**config.mk**
```make
export PLATFORM = sky130hd
export DESIGN_NAME = seq_ctrl_flat
export DESIGN_NICKNAME = d
export VERILOG_FILES = /design/src/rtl/seq_ctrl_if.sv /design/src/rtl/seq_ctrl.sv /design/src/flat_wrapper.sv
export SDC_FILE = /design/constraint.sdc
export NUM_CORES = 1
export LEC_CHECK = 0
export CAP_MARGIN = 30
export CORE_MARGIN = 8
export CORE_UTILIZATION = 45
export CTS_BUF_LIST = sky130_fd_sc_hd__clkbuf_16
export DETAILED_ROUTE_END_ITERATION = 12
export PLACE_DENSITY = 0.73
export SLEW_MARGIN = 10
export SYNTH_ARGS = -nofsm -noshare
export SYNTH_HDL_FRONTEND = slang
export SYNTH_SLANG_ARGS = --single-unit
export TNS_END_PERCENT = 5
```
**constraint.sdc**
```tcl
create_clock -name clk -period 3.2 [get_ports clk]
set_input_delay 0.48 -clock clk [delete_from_list [all_inputs] [get_ports clk]]
set_output_delay 0.48 -clock clk [all_outputs]
set_load 0.02 [all_outputs]
```
**src/rtl/seq_ctrl_if.sv**
```systemverilog
`default_nettype none
// ============================================================================
//  Module      : seq_ctrl_if
//  Description : Instruction- and data-memory handshake bundle between the
//                methane sequencer (master) and the memory system (slave).
//  Revision    : 1.0 - initial release
// ----------------------------------------------------------------------------
//  Signals
//    imem_req   master->slave  fetch request, held until imem_valid
//    imem_addr  master->slave  fetch address
//    imem_valid slave->master  instruction word valid this cycle
//    imem_data  slave->master  instruction word
//    dmem_req   master->slave  data request, held until dmem_done
//    dmem_we    master->slave  1 = store, 0 = load
//    dmem_done  slave->master  data access complete
// ============================================================================
interface seq_ctrl_if;
    logic        imem_req;
    logic [31:0] imem_addr;
    logic        imem_valid;
    logic [31:0] imem_data;
    logic        dmem_req;
    logic        dmem_we;
    logic        dmem_done;

    modport master (
        output imem_req, imem_addr, dmem_req, dmem_we,
        input  imem_valid, imem_data, dmem_done
    );

    modport slave (
        input  imem_req, imem_addr, dmem_req, dmem_we,
        output imem_valid, imem_data, dmem_done
    );
endinterface
`default_nettype wire

```
**src/rtl/seq_ctrl.sv**
```systemverilog
`default_nettype none
// ============================================================================
//  Module      : seq_ctrl
//  Description : Multi-cycle instruction sequencer for the methane core.
//                Owns the PC and walks each instruction through
//                FETCH -> DECODE -> EXEC -> [MEM] -> WRITE.
//  Revision    : 1.0 - initial release
// ----------------------------------------------------------------------------
//  Ports
//    clk, rstn        core clock, asynchronous active-low reset
//    start            leave WAIT and begin fetching
//    mem              instruction/data memory handshake (seq_ctrl_if.master)
//    ir, dec_en       latched instruction and one-cycle decode strobe
//    is_*             registered decoder class flags, sampled in EXEC
//    imm, src1        immediate and rs1 value for target computation
//    br_taken         ALU compare result, sampled in EXEC
//    alu_en, rd_we    one-cycle ALU strobe and register write enable
//    pc, instret      current PC and retired-instruction counter
//    halted           sequencer parked in HALT
//    ds_status        sticky [0] illegal, [1] misaligned, [2] mem timeout
// ============================================================================
module seq_ctrl #(
    parameter logic [31:0] RESET_PC    = 32'h0000_0000,
    parameter int          MEM_TIMEOUT = 255
) (
    input  logic        clk,
    input  logic        rstn,
    input  logic        start,
    seq_ctrl_if.master  mem,
    output logic [31:0] ir,
    output logic        dec_en,
    input  logic        is_load,
    input  logic        is_store,
    input  logic        is_branch,
    input  logic        is_jal,
    input  logic        is_jalr,
    input  logic        is_illegal,
    input  logic [31:0] imm,
    input  logic [31:0] src1,
    input  logic        br_taken,
    output logic        alu_en,
    output logic        rd_we,
    output logic [31:0] pc,
    output logic [31:0] instret,
    output logic        halted,
    output logic [2:0]  ds_status
);

    localparam logic [2:0] c_ST_WAIT   = 3'd0;
    localparam logic [2:0] c_ST_FETCH  = 3'd1;
    localparam logic [2:0] c_ST_DECODE = 3'd2;
    localparam logic [2:0] c_ST_EXEC   = 3'd3;
    localparam logic [2:0] c_ST_MEM    = 3'd4;
    localparam logic [2:0] c_ST_WRITE  = 3'd5;
    localparam logic [2:0] c_ST_HALT   = 3'd6;

    // Last wait cycle index: a request that has gone MEM_TIMEOUT cycles
    // unanswered faults on the edge that ends that cycle.
    localparam logic [7:0] c_TMO_LAST  = 8'(MEM_TIMEOUT - 1);

    logic [2:0]  r_state;
    logic [31:0] r_pc;
    logic [31:0] r_ir;
    logic [31:0] r_next_pc;
    logic [31:0] r_instret;
    logic [2:0]  r_status;
    logic [7:0]  r_tmo;
    logic        r_is_store;
    logic        r_no_wb;       // store or branch: no register write-back

    logic [31:0] w_target;

    // Next-PC candidate from the decoder flags presented in EXEC.
    always_comb begin
        w_target = r_pc + 32'd4;
        if (is_jalr) begin
            w_target = (src1 + imm) & ~32'd1;
        end else if (is_jal || (is_branch && br_taken)) begin
            w_target = r_pc + imm;
        end
    end

    always_ff @(posedge clk or negedge rstn) begin
        if (!rstn) begin
            r_state    <= c_ST_WAIT;
            r_pc       <= RESET_PC;
            r_ir       <= 32'd0;
            r_next_pc  <= RESET_PC;
            r_instret  <= 32'd0;
            r_status   <= 3'b000;
            r_tmo      <= 8'd0;
            r_is_store <= 1'b0;
            r_no_wb    <= 1'b0;
        end else begin
            case (r_state)
                c_ST_WAIT: begin
                    if (start) begin
                        r_tmo   <= 8'd0;
                        r_state <= c_ST_FETCH;
                    end
                end
                c_ST_FETCH: begin
                    // valid wins over an expiring timeout
                    if (mem.imem_valid) begin
                        r_ir    <= mem.imem_data;
                        r_state <= c_ST_DECODE;
                    end else if (r_tmo == c_TMO_LAST) begin
                        r_status[2] <= 1'b1;
                        r_state     <= c_ST_HALT;
                    end else begin
                        r_tmo <= r_tmo + 8'd1;
                    end
                end
                c_ST_DECODE: begin
                    r_state <= c_ST_EXEC;
                end
                c_ST_EXEC: begin
                    if (is_illegal) begin
                        r_status[0] <= 1'b1;
                        r_state     <= c_ST_HALT;
                    end else if (w_target[1:0] != 2'b00) begin
                        r_status[1] <= 1'b1;
                        r_state     <= c_ST_HALT;
                    end else begin
                        // decoder flags are only valid here, keep what
                        // MEM and WRITE still need
                        r_next_pc  <= w_target;
                        r_is_store <= is_store;
                        r_no_wb    <= is_store | is_branch;
                        r_tmo      <= 8'd0;
                        r_state    <= (is_load || is_store) ? c_ST_MEM : c_ST_WRITE;
                    end
                end
                c_ST_MEM: begin
                    if (mem.dmem_done) begin
                        r_state <= c_ST_WRITE;
                    end else if (r_tmo == c_TMO_LAST) begin
                        r_status[2] <= 1'b1;
                        r_state     <= c_ST_HALT;
                    end else begin
                        r_tmo <= r_tmo + 8'd1;
                    end
                end
                c_ST_WRITE: begin
                    r_pc      <= r_next_pc;
                    r_instret <= r_instret + 32'd1;
                    r_tmo     <= 8'd0;
                    r_state   <= c_ST_FETCH;
                end
                c_ST_HALT: begin
                    r_state <= c_ST_HALT;
                end
                default: begin
                    r_status[2] <= 1'b1;
                    r_state     <= c_ST_HALT;
                end
            endcase
        end
    end

    // Strobes decode straight from state so reset drops them immediately.
    assign mem.imem_req  = (r_state == c_ST_FETCH);
    assign mem.imem_addr = r_pc;
    assign mem.dmem_req  = (r_state == c_ST_MEM);
    assign mem.dmem_we   = (r_state == c_ST_MEM) && r_is_store;
    assign dec_en        = (r_state == c_ST_DECODE);
    assign alu_en        = (r_state == c_ST_EXEC);
    assign rd_we         = (r_state == c_ST_WRITE) && !r_no_wb;
    assign halted        = (r_state == c_ST_HALT);
    assign ir            = r_ir;
    assign pc            = r_pc;
    assign instret       = r_instret;
    assign ds_status     = r_status;

endmodule
`default_nettype wire
```
**src/flat_wrapper.sv**
```systemverilog
// flat-port wrapper written by rule: the top's interface ports become plain ports
module seq_ctrl_flat 
#(
    parameter logic [31:0] RESET_PC    = 32'h0000_0000,
    parameter int          MEM_TIMEOUT = 255
)
  (clk, rstn, start, ir, dec_en, is_load, is_store, is_branch, is_jal, is_jalr, is_illegal, imm, src1, br_taken, alu_en, rd_we, pc, instret, halted, ds_status, mem_imem_req, mem_imem_addr, mem_dmem_req, mem_dmem_we, mem_imem_valid, mem_imem_data, mem_dmem_done);
  seq_ctrl_if mem_i ();
  input  logic clk;
  input  logic rstn;
  input  logic start;
  output logic [31:0] ir;
  output logic dec_en;
  input  logic is_load;
  input  logic is_store;
  input  logic is_branch;
  input  logic is_jal;
  input  logic is_jalr;
  input  logic is_illegal;
  input  logic [31:0] imm;
  input  logic [31:0] src1;
  input  logic br_taken;
  output logic alu_en;
  output logic rd_we;
  output logic [31:0] pc;
  output logic [31:0] instret;
  output logic halted;
  output logic [2:0] ds_status;
  output wire logic [$bits(mem_i.imem_req)-1:0] mem_imem_req;
  output wire logic [$bits(mem_i.imem_addr)-1:0] mem_imem_addr;
  output wire logic [$bits(mem_i.dmem_req)-1:0] mem_dmem_req;
  output wire logic [$bits(mem_i.dmem_we)-1:0] mem_dmem_we;
  input wire logic [$bits(mem_i.imem_valid)-1:0] mem_imem_valid;
  input wire logic [$bits(mem_i.imem_data)-1:0] mem_imem_data;
  input wire logic [$bits(mem_i.dmem_done)-1:0] mem_dmem_done;
  assign mem_imem_req = mem_i.imem_req;
  assign mem_imem_addr = mem_i.imem_addr;
  assign mem_dmem_req = mem_i.dmem_req;
  assign mem_dmem_we = mem_i.dmem_we;
  assign mem_i.imem_valid = mem_imem_valid;
  assign mem_i.imem_data = mem_imem_data;
  assign mem_i.dmem_done = mem_dmem_done;
  seq_ctrl #(.RESET_PC(RESET_PC), .MEM_TIMEOUT(MEM_TIMEOUT)) u_core (.clk(clk), .rstn(rstn), .start(start), .mem(mem_i), .ir(ir), .dec_en(dec_en), .is_load(is_load), .is_store(is_store), .is_branch(is_branch), .is_jal(is_jal), .is_jalr(is_jalr), .is_illegal(is_illegal), .imm(imm), .src1(src1), .br_taken(br_taken), .alu_en(alu_en), .rd_we(rd_we), .pc(pc), .instret(instret), .halted(halted), .ds_status(ds_status));
endmodule
```
==> flow_summary.yaml <==
route:
  routed-via-count: 10829
  wl_per_cell_um: 19.15
  drt-pass1-iter-count: 5
  routed_wirelength_um: 36070
  vias_per_cell: 5.751
  detail-route-antenna-nets: 0
  detailedRoute.firstIterationViolations: 848
  drcViolationCount: 0
sta:
  relSlewSlack_pct: 55.98
  tightestPinTransition_ns: 0.6578
  timing_hold_violations_final: 0
  grt_setup_unrepaired: "no"
  maxClockFrequency_ghz: 0.3269
  setup_viol: 0
  finalMaxSlewViolations: 0
  period_needed_ns: 3.059
  final.setup.tns_ns: 0
  layout_worst_path_cycle_share_pct: 95.59
  fin_skew_ns: 0.01054
logic_synthesis:
  netlist-cell-type-count: 76
  synth_area_leader_cell: "dfrtp_1"
  ys_async_sr_fraction_pct: 100.0
  postSynthAreaPerCell_um2: 8.565
  ys_top_cells_by_area: "dfrtp_1 34%, ha_1 7.8%, nand2_1 7.2%, xnor2_1 5.2%, a21oi_1 4.3%"
  synth_nets: 1395
  ys_ff_latch: 144
  ys_seq_area_share_pct: 34.49
  mappedNetlistArea_um2: 10450
  yosysMostFrequentCell: "nand2_1"
  yosys_warnings: 0
  share_of_the_synthesized_area_in_the_top_cell_type_pct: 34.49
  synth.top_cells.by_count: "201 x nand2_1, 144 x dfrtp_1, 89 x a21oi_1"
  syn-instance-count: 1220
  synth_enable_flop_cells: 0
  synth_flop_cell: "dfrtp_1"
global_routing:
  grt_antenna_before_repair: 0
  globalRouteTotalUtil_pct: 25.05
  maximum_number_of_pins_on_one_net_before_global_route_repair: 70
  global_route_wire_length_before_repair_um: 57100
  gr-total-overflow: 0
  via_count_of_the_first_global_routing_pass: 10744
setup_path:
  critical_path.max_fanout: 4
  regToRegStartpoint: "u_core.mem.imem_addr[0]"
  crit_path_start_kind: "primary input"
  worst_endpoint_required_time_ns: 3.54
  cp_data_arrival_time_ns: 3.40
  crit_path_launch: "imm[0]"
  critPathKind: "in -> reg"
  setup.worst_path.end_class: "flip-flop"
placement:
  io_buffer_count: 245
  gp_congestion: 0.9481
  post-place-cells: 1850
  place_hpwl_um: 28330
  placedInstanceArea_um2: 14180
finish:
  nFillCells: 1899
  fin_area_um2: 14850
  layout-area-overhead-vs-synth_pct: 42.15
  design.final.nets: 1760
  post_route_cells_drive_above_1_share_pct: 17.40
  final_cells: 1883
  number_of_diodes_added_for_antenna_fixing: 0
power_and_ir_drop:
  switchingPower_mw: 4.580
  sequentialPowerShare_pct: 26.2
  internal-power_mw: 6.544
  power_switching_share_pct: 41.17
  ir_drop_worst_case_vdd_v: 0.0004093
  powerDensity_nw_per_um2: 748.9
  clkPwrFrac_pct: 19.0
  combPwrFrac_pct: 54.8
  power.leakage_nw: 6.618
floorplan:
  placementRows: 55
  die_h_um: 168.4
  placeableCoreArea_um2: 22710
  top_level_ports: 246
  die_width_um: 168.4
  initial_utilization_pct: 46.01
  area_of_the_die_um2: 28350
cts:
  worst_skew_pair.late_latency_ns: 0.42
  cts_root_buffer: "clkbuf_16"
  cts-root-to-sink-buffers: 2
  postCtsHoldBufs: 0
  tritoncts: "built"
  cts_h_tree_depth: 4
  cts.sink_count: 144
  worst_setup_hold_path_clk_slew_ns: 0.07
  tritoncts.num_buffers: 17
worst_hold_path:
  hold_class: "in -> async"
run:
  drv_cap: 0
run_status:
  status: "complete, no violations"
[final timing paths]
path / endpoint / slack (ns) / cells past startpoint
max in group asynchronous: u_core.r_next_pc[18] / 2.39 / 2
min: u_core.instret[29] / 0.05 / 1
min reg2reg: u_core.ds_status[0] / 0.46 / 1
max: u_core.r_next_pc[22] / 0.14 / 12
min in group clk: u_core.ds_status[0] / 0.46 / 1
max reg2reg: u_core.r_next_pc[22] / 0.28 / 10
[cell type report]
type / count / area [µm²] / share of cell area (%)
Inverter: 24 / 90.09 / 0.6065
Sequential cell: 144 / 3603 / 24.26
Multi-Input combinational cell: 973 / 6354 / 42.78
Clock inverter: 15 / 193.9 / 1.306
Timing Repair Buffer: 425 / 3830 / 25.79
Tap cell: 285 / 356.6 / 2.401
Clock buffer: 17 / 425.4 / 2.864
[cell usage in the layout (no fill, tap or decap), drive strengths merged, types with 8 or more instances in the layout]
cell type      instances
clkdlybuf4s50        244
nand2                201
buf                  181
dfrtp                144
a21oi                 89
nor2                  81
o21ai                 74
ha                    65
xnor2                 62
nand3                 50
xor2                  35
mux2                  33
inv                   32
nor3                  25
and3                  22
nand4                 21
a211oi                20
a21o                  18
clkbuf                17
o211ai                14
and2                  13
a31oi                 10
and4                   8
nand2b                 8
o31ai                  8
[through the flow]
| step | util, % | power (mW) | setup slack, ns | hold slack (ns) |
|---|---|---|---|---|
| final | 65.41 | 11.12 | 0.1413 | 0.04573 |
| after global routing | 65.41 | 11.78 | 0.004294 | 0.09261 |
| after CTS | 65.17 | 11.11 | 0.08442 | 0.06958 |
| after detailed placement | 62.45 | 8.946 | -0.3399 | 0.4459 |
| after global placement | 62.45 | 8.850 | -0.2967 | 0.4420 |
| after floorplan | - | 6.283 | 0.3511 | 0.1844 |
[registers in the layout, summed over array words and instances, names as in the netlist, 3 cells and up]
signal,cells
u_core.mem.imem_addr,32
u_core.ds_status,3
u_core.r_next_pc,32
u_core.instret,32
u_core.r_tmo,8
u_core.ir,32
u_core.r_state,3
[per-layer routing]
| metal | wire length, µm | vias up | track usage (%) | share of wire, % |
|---|---|---|---|---|
| met5 | 0 | - | 0 | 0 |
| met4 | 1101 | 0 | 9.666 | 3.1 |
| met3 | 2427 | 70 | 3.976 | 6.7 |
| met2 | 16670 | 462 | 41.59 | 46 |
| met1 | 15870 | 5176 | 32.26 | 44 |
| li1 | - | 5121 | - | - |
[critical path, cell delays in order]
cell and delay (ns):
clkdlybuf4s50_1 0.47, buf_4 0.11, ha_2 0.19, fa_2 0.21
a21o_2 0.16, a31oi_4 0.12, or4b_4 0.58, a31oi_4 0.18
nor2_2 0.08, nor4b_4 0.13, or4_1 0.50, a31oi_1 0.17
[cell families (layout without fill, tap and decap cells)]
group	Yosys count	after routing	synth area share, %
simple gates	468	468	21.17
mux	40	40	4.227
xor+xnor	97	97	8.131
compound gates	301	301	18.64
fa+ha+maj	67	67	8.167
buf+inv	103	481	5.173
flops	144	144	34.49
[power groups by stage]
stage	logic (mW)	registers, mW	clock network [mW]
2_1_floorplan	2.91	3.37	0
3_3_place_gp	5.95	2.90	0
3_5_place_dp	6.02	2.93	0
4_1_cts	6.06	2.90	2.15
5_1_grt	6.59	2.99	2.21
6_report	6.10	2.91	2.11
[timing repair]
item,4_1_cts,5_1_grt
buffers inserted,0,1
resized for setup,0,11
endpoints found under the setup margin,0,17
(Power assumes the default switching activity.)
